File: src/rtl/build_block.sv
// -----------------------------------------------------------------------------
// build_block
//   Byte-to-block assembler. Collects BLOCK_BYTES bytes from a byte-serial
//   stream into one block and presents the whole block downstream with a
//   valid/ready handshake.
//
// Handshake semantics (both sides):
//   A transfer happens on a rising clk_in edge where the producer's valid and
//   the consumer's ready are both high. Valid and ready are independent; this
//   block's own ready/valid outputs are pure registered state decodes and never
//   depend combinationally on any input.
//
// Ports:
//   clk_in          system clock, posedge
//   rst_in          asynchronous active-high reset
//   byte_in         incoming byte
//   byte_valid_in   byte_in valid this cycle
//   byte_ready_out  block can accept a byte (state FILL)
//   clear_in        synchronous discard of any partial or held block
//   flush_in        close a partial block early (optional feature)
//   block_out       assembled block, lane 0 = first byte received
//   block_valid_out block_out complete and held (state HOLD)
//   block_ready_in  consumer accepts block_out
//   count_out       bytes stored in the current block
//
// Build option:
//   BUILD_BLOCK_FLUSH_PAD_EN - when defined, flush_in in FILL closes a
//   non-empty partial block, zero-pads the remaining lanes and enters HOLD;
//   count_out then reports the number of real bytes. When undefined, flush_in
//   is ignored.
// -----------------------------------------------------------------------------
module build_block #(
  parameter int BLOCK_BYTES = 16,
  parameter int BYTE_W      = 8,
  parameter int CNT_W       = $clog2(BLOCK_BYTES + 1)
) (
  input  logic                                clk_in,
  input  logic                                rst_in,
  input  logic [BYTE_W-1:0]                   byte_in,
  input  logic                                byte_valid_in,
  output logic                                byte_ready_out,
  input  logic                                clear_in,
  input  logic                                flush_in,
  output logic [BLOCK_BYTES-1:0][BYTE_W-1:0]  block_out,
  output logic                                block_valid_out,
  input  logic                                block_ready_in,
  output logic [CNT_W-1:0]                    count_out
);

  typedef enum logic {
    FILL = 1'b0,
    HOLD = 1'b1
  } state_e;

  state_e                               state_q, state_d;
  logic [CNT_W-1:0]                     count_q, count_d;
  logic [BLOCK_BYTES-1:0][BYTE_W-1:0]   block_q, block_d;
  logic                                 accept;

`ifndef BUILD_BLOCK_FLUSH_PAD_EN
  // flush_in has no function in this build.
  logic unused_flush;
  assign unused_flush = flush_in;
`endif

  always_comb begin
    state_d = state_q;
    count_d = count_q;
    block_d = block_q;
    accept  = byte_valid_in && (state_q == FILL) && !clear_in;

    if (clear_in) begin
      // Lanes are left as they are; they are rewritten before the next HOLD.
      state_d = FILL;
      count_d = '0;
    end else begin
      case (state_q)
        FILL: begin
          if (accept) begin
            // Loop-compare instead of a direct index keeps the lane select
            // width-exact against the wider counter.
            for (int i = 0; i < BLOCK_BYTES; i++) begin
              if (count_q == CNT_W'(i)) block_d[i] = byte_in;
            end
            count_d = count_q + CNT_W'(1);
            if (count_q == CNT_W'(BLOCK_BYTES - 1)) state_d = HOLD;
          end
`ifdef BUILD_BLOCK_FLUSH_PAD_EN
          // A byte arriving with the flush is stored first; padding covers
          // everything after it. A byte that completes the block already
          // took the normal HOLD path above.
          if (flush_in && (count_d != '0) && (state_d == FILL)) begin
            for (int i = 0; i < BLOCK_BYTES; i++) begin
              if (CNT_W'(i) >= count_d) block_d[i] = '0;
            end
            state_d = HOLD;
          end
`endif
        end
        HOLD: begin
          if (block_ready_in) begin
            state_d = FILL;
            count_d = '0;
          end
        end
        default: begin
          state_d = FILL;
          count_d = '0;
        end
      endcase
    end
  end

  always_ff @(posedge clk_in or posedge rst_in) begin
    if (rst_in) begin
      state_q <= FILL;
      count_q <= '0;
      block_q <= '0;
    end else begin
      state_q <= state_d;
      count_q <= count_d;
      block_q <= block_d;
    end
  end

  assign byte_ready_out  = (state_q == FILL);
  assign block_valid_out = (state_q == HOLD);
  assign block_out       = block_q;
  assign count_out       = count_q;

endmodule

File: config.mk
export PLATFORM = sky130hd
export DESIGN_NAME = build_block
export DESIGN_NICKNAME = d
export VERILOG_FILES = /design/src/rtl/build_block.sv
export SDC_FILE = /design/constraint.sdc
export NUM_CORES = 1
export LEC_CHECK = 0
export CAP_MARGIN = 20
export CORE_MARGIN = 10
export CORE_UTILIZATION = 40
export DETAILED_ROUTE_END_ITERATION = 12
export GPL_ROUTABILITY_DRIVEN = 0
export PLACE_DENSITY = 0.8
export REMOVE_ABC_BUFFERS = 1
export SYNTH_ARGS = -nofsm -noshare
export SYNTH_HDL_FRONTEND = slang
export SYNTH_SLANG_ARGS = --single-unit
File: constraint.sdc
create_clock -name clk_in -period 9.5 [get_ports clk_in]
set_clock_uncertainty 0.2 [all_clocks]
set_input_delay 0.95 -clock clk_in [delete_from_list [all_inputs] [get_ports clk_in]]
set_output_delay 0.95 -clock clk_in [all_outputs]
set_load 0.05 [all_outputs]
==> results.sh <==
export IMPL_nets=510
export IMPL_synth_top_area_share_pct=61.8
export IMPL_power_mw=1.52
export IMPL_maxSlewHeadroom_pct=36.7
export IMPL_nFillCells=1044
export IMPL_fmax_mhz=319
export IMPL_fin_crit_ps=3140
export IMPL_grt_pass1_vias=3726
export IMPL_io_buffers=147
export IMPL_ys_ff_latch=134
export IMPL_yosysSeqAreaShare_pct=61.8
export IMPL_post_route_period_util_pct=33.0
export IMPL_start_util_pct=40.8
export IMPL_syn_cell_area_sq_um=5430
export IMPL_cp_required_ps=8350
export IMPL_switching_share_pct=29.9
export IMPL_critical_path_max_fanout=12
export IMPL_synth_top_cell_by_area="dfrtp_1"
export IMPL_post_place_cells=646
export IMPL_p_leak_nw=3.58
export IMPL_syn_inst=336
export IMPL_pwr_share_seq_pct=41.9
export IMPL_area_growth_pct=39.7
export IMPL_cts_resized=0
export IMPL_antenna_found_initial=0
export IMPL_hpwlAfterDp_um=9850
export IMPL_post_place_ws_ps=5930
export IMPL_vias_per_cell=4.93
export IMPL_power_share_clock_pct=37.3
export IMPL_ant_nets=0
export IMPL_register_area_sq_um=3350
export IMPL_drive_gt1_share_pct=35.2
export IMPL_cts_sinks=134
export IMPL_clk_pin_slew_ps=50
export IMPL_clockBufferDepth=2
export IMPL_outcome="completed"
export IMPL_grt_ovfl_total=0
export IMPL_synthTopCellsByArea="dfrtp_1, mux2_2, mux2_4"
export IMPL_setup_ws_ps=6360
export IMPL_io_pins=149
export IMPL_cts_root_buf="clkbuf_16"
export IMPL_worst_pin_slew_ps=946
export IMPL_wirelength_um=14200
export IMPL_maxSlewViolCount=0
export IMPL_hold_buffers=0
export IMPL_die_h_um=137
export IMPL_p_per_area_nw_per_um2=200
export IMPL_dr_pass1_iters=4
export IMPL_start_kind="flip-flop"
export IMPL_design_area_sq_um=7580
export IMPL_drv_cap=0
export IMPL_rsz0062_at_grt="no"
export IMPL_num_vias=3347
export IMPL_cp_top_family="buffers and inverters"
export IMPL_p_comb_share_pct=20.8
export IMPL_max_stage_delay_ps=920
export IMPL_synth_area_per_cell_sq_um=16.2
export IMPL_crit_buf_inv=1
export IMPL_hold_path_class="reg2reg"
export IMPL_h_tree_depth=4
export IMPL_design_core_area_sq_um=13300
export IMPL_hold_viol=0
export IMPL_fp_dieArea_sq_um=18600
export IMPL_clock_latency_ps=420
export IMPL_drc_errors=0
export IMPL_dr_first_iter_drc_count=133
export IMPL_slowest_stage="clkdlybuf4s50_1"
export IMPL_multi_input_area_sq_um=1980
export IMPL_cts_tree="done"
export IMPL_cts_made_buffers=17
export IMPL_post_drt_wl_per_cell_um=20.9
export IMPL_grt_max_degree=70
export IMPL_totalNegativeSetupSlack_ps=0
export IMPL_placed_cell_area_sq_um=7060
export IMPL_power_switching_mw=0.453
export IMPL_ir_drop_mv=0.112
export IMPL_antenna_cells=0
export IMPL_setup_viol=0
export IMPL_final_cells=679
export IMPL_grtUsageTotal_pct=15.8
export IMPL_grt_pass1_wl_um=22200
export IMPL_critPathCaptureType="output pin"
export IMPL_cts_setup_buffers=0
export IMPL_ys_warn_count=0
export IMPL_critPathKind="reg2out"
export IMPL_power_internal_mw=1.06
export IMPL_arrival_ps=1990
export IMPL_rows=42
export IMPL_path_cells="clkdlybuf4s50_1"
export IMPL_yosysUniqueCellTypes=30
export IMPL_die_width_um=137
power by group through the flow:
stage	sequential [mW]	clock, mW	combinational (mW)
6_report	0.635	0.566	0.315
5_1_grt	0.640	0.607	0.328
4_1_cts	0.635	0.578	0.320
3_5_place_dp	0.645	0	0.319
3_3_place_gp	0.641	0	0.314
2_1_floorplan	0.784	0	0.0566
Yosys cell counts, drive strengths merged:
library cell  count
a21oi             3
mux2i             2
nor3              1
nor2              6
nand2b            2
and4bb            3
and3              1
nand4             3
buf               6
clkbuf            8
and3b             2
nor4b             3
nand2            15
o21ai             1
mux2            128
nor3b             1
nor2b             3
a21boi            1
ha                5
nor4bb            1
dfrtp           134
a22oi             1
inv               5
nand3             1
per-layer routing:
metal  global-route usage, %  routed length [um]  share of wire (%)
met3                    7.92                1380                9.7
met1                    18.0                5750                 40
met4                    4.20                 111               0.78
met5                       0                   0                  0
met2                    25.7                6980                 49
registers in the layout, indices dropped and copies added, names as in the netlist:
register and flops:
block_valid_out 1, count_out 5, block_out 128
cell usage in the layout, fill, tap and decap left out, drive strengths merged, types with 3 or more instances in the layout:
cell / count
a21oi: 3
and4bb: 3
clkbuf: 27
clkdlybuf4s50: 147
clkinv: 5
dfrtp: 134
ha: 5
inv: 5
mux2: 128
nand2: 15
nand4: 3
nor2: 6
nor2b: 3
nor4b: 3
cells by family after synthesis:
logic type      share of synthesized area [%]
compound gates                          0.645
fa+ha+maj                                1.15
buf+inv                                  1.82
flops                                    61.8
mux                                      27.5
simple gates                             7.17
cell type report:
| type | instances | area share (%) |
|---|---|---|
| multi-input combinational | 183 | 26.2 |
| clock inverter | 5 | 0.330 |
| timing repair buffer | 150 | 19.7 |
| clock buffer | 26 | 6.32 |
| tap | 176 | 2.90 |
| inverter | 5 | 0.313 |
| sequential | 134 | 44.2 |
per-stage QoR:
| step | utilization, % | hold WS (ps) |
|---|---|---|
| after floorplan | - | 591 |
| after global placement | 53.1 | 274 |
| after detailed placement | 53.1 | 291 |
| after CTS | 56.9 | 303 |
| after global routing | 57.0 | 310 |
| final | 57.0 | 302 |
worst paths after layout:
check | startpoint | endpoint | slack [ps] | cells past startpoint
max in group asynchronous | rst_in | block_out[98]$_DFFE_PP0P_ | 6990 | 3
hold reg to reg | block_out[21]$_DFFE_PP0P_ | block_out[21]$_DFFE_PP0P_ | 300 | 1
hold / removal | block_out[21]$_DFFE_PP0P_ | block_out[21]$_DFFE_PP0P_ | 300 | 1
min in group asynchronous | rst_in | block_out[96]$_DFFE_PP0P_ | 810 | 2
setup reg to reg | count_out[1]$_DFFE_PP0P_ | block_out[124]$_DFFE_PP0P_ | 7200 | 6
setup / recovery | count_out[3]$_DFFE_PP0P_ | count_out[3] | 6360 | 1
Note: power is estimated with default switching activity, not from simulation.
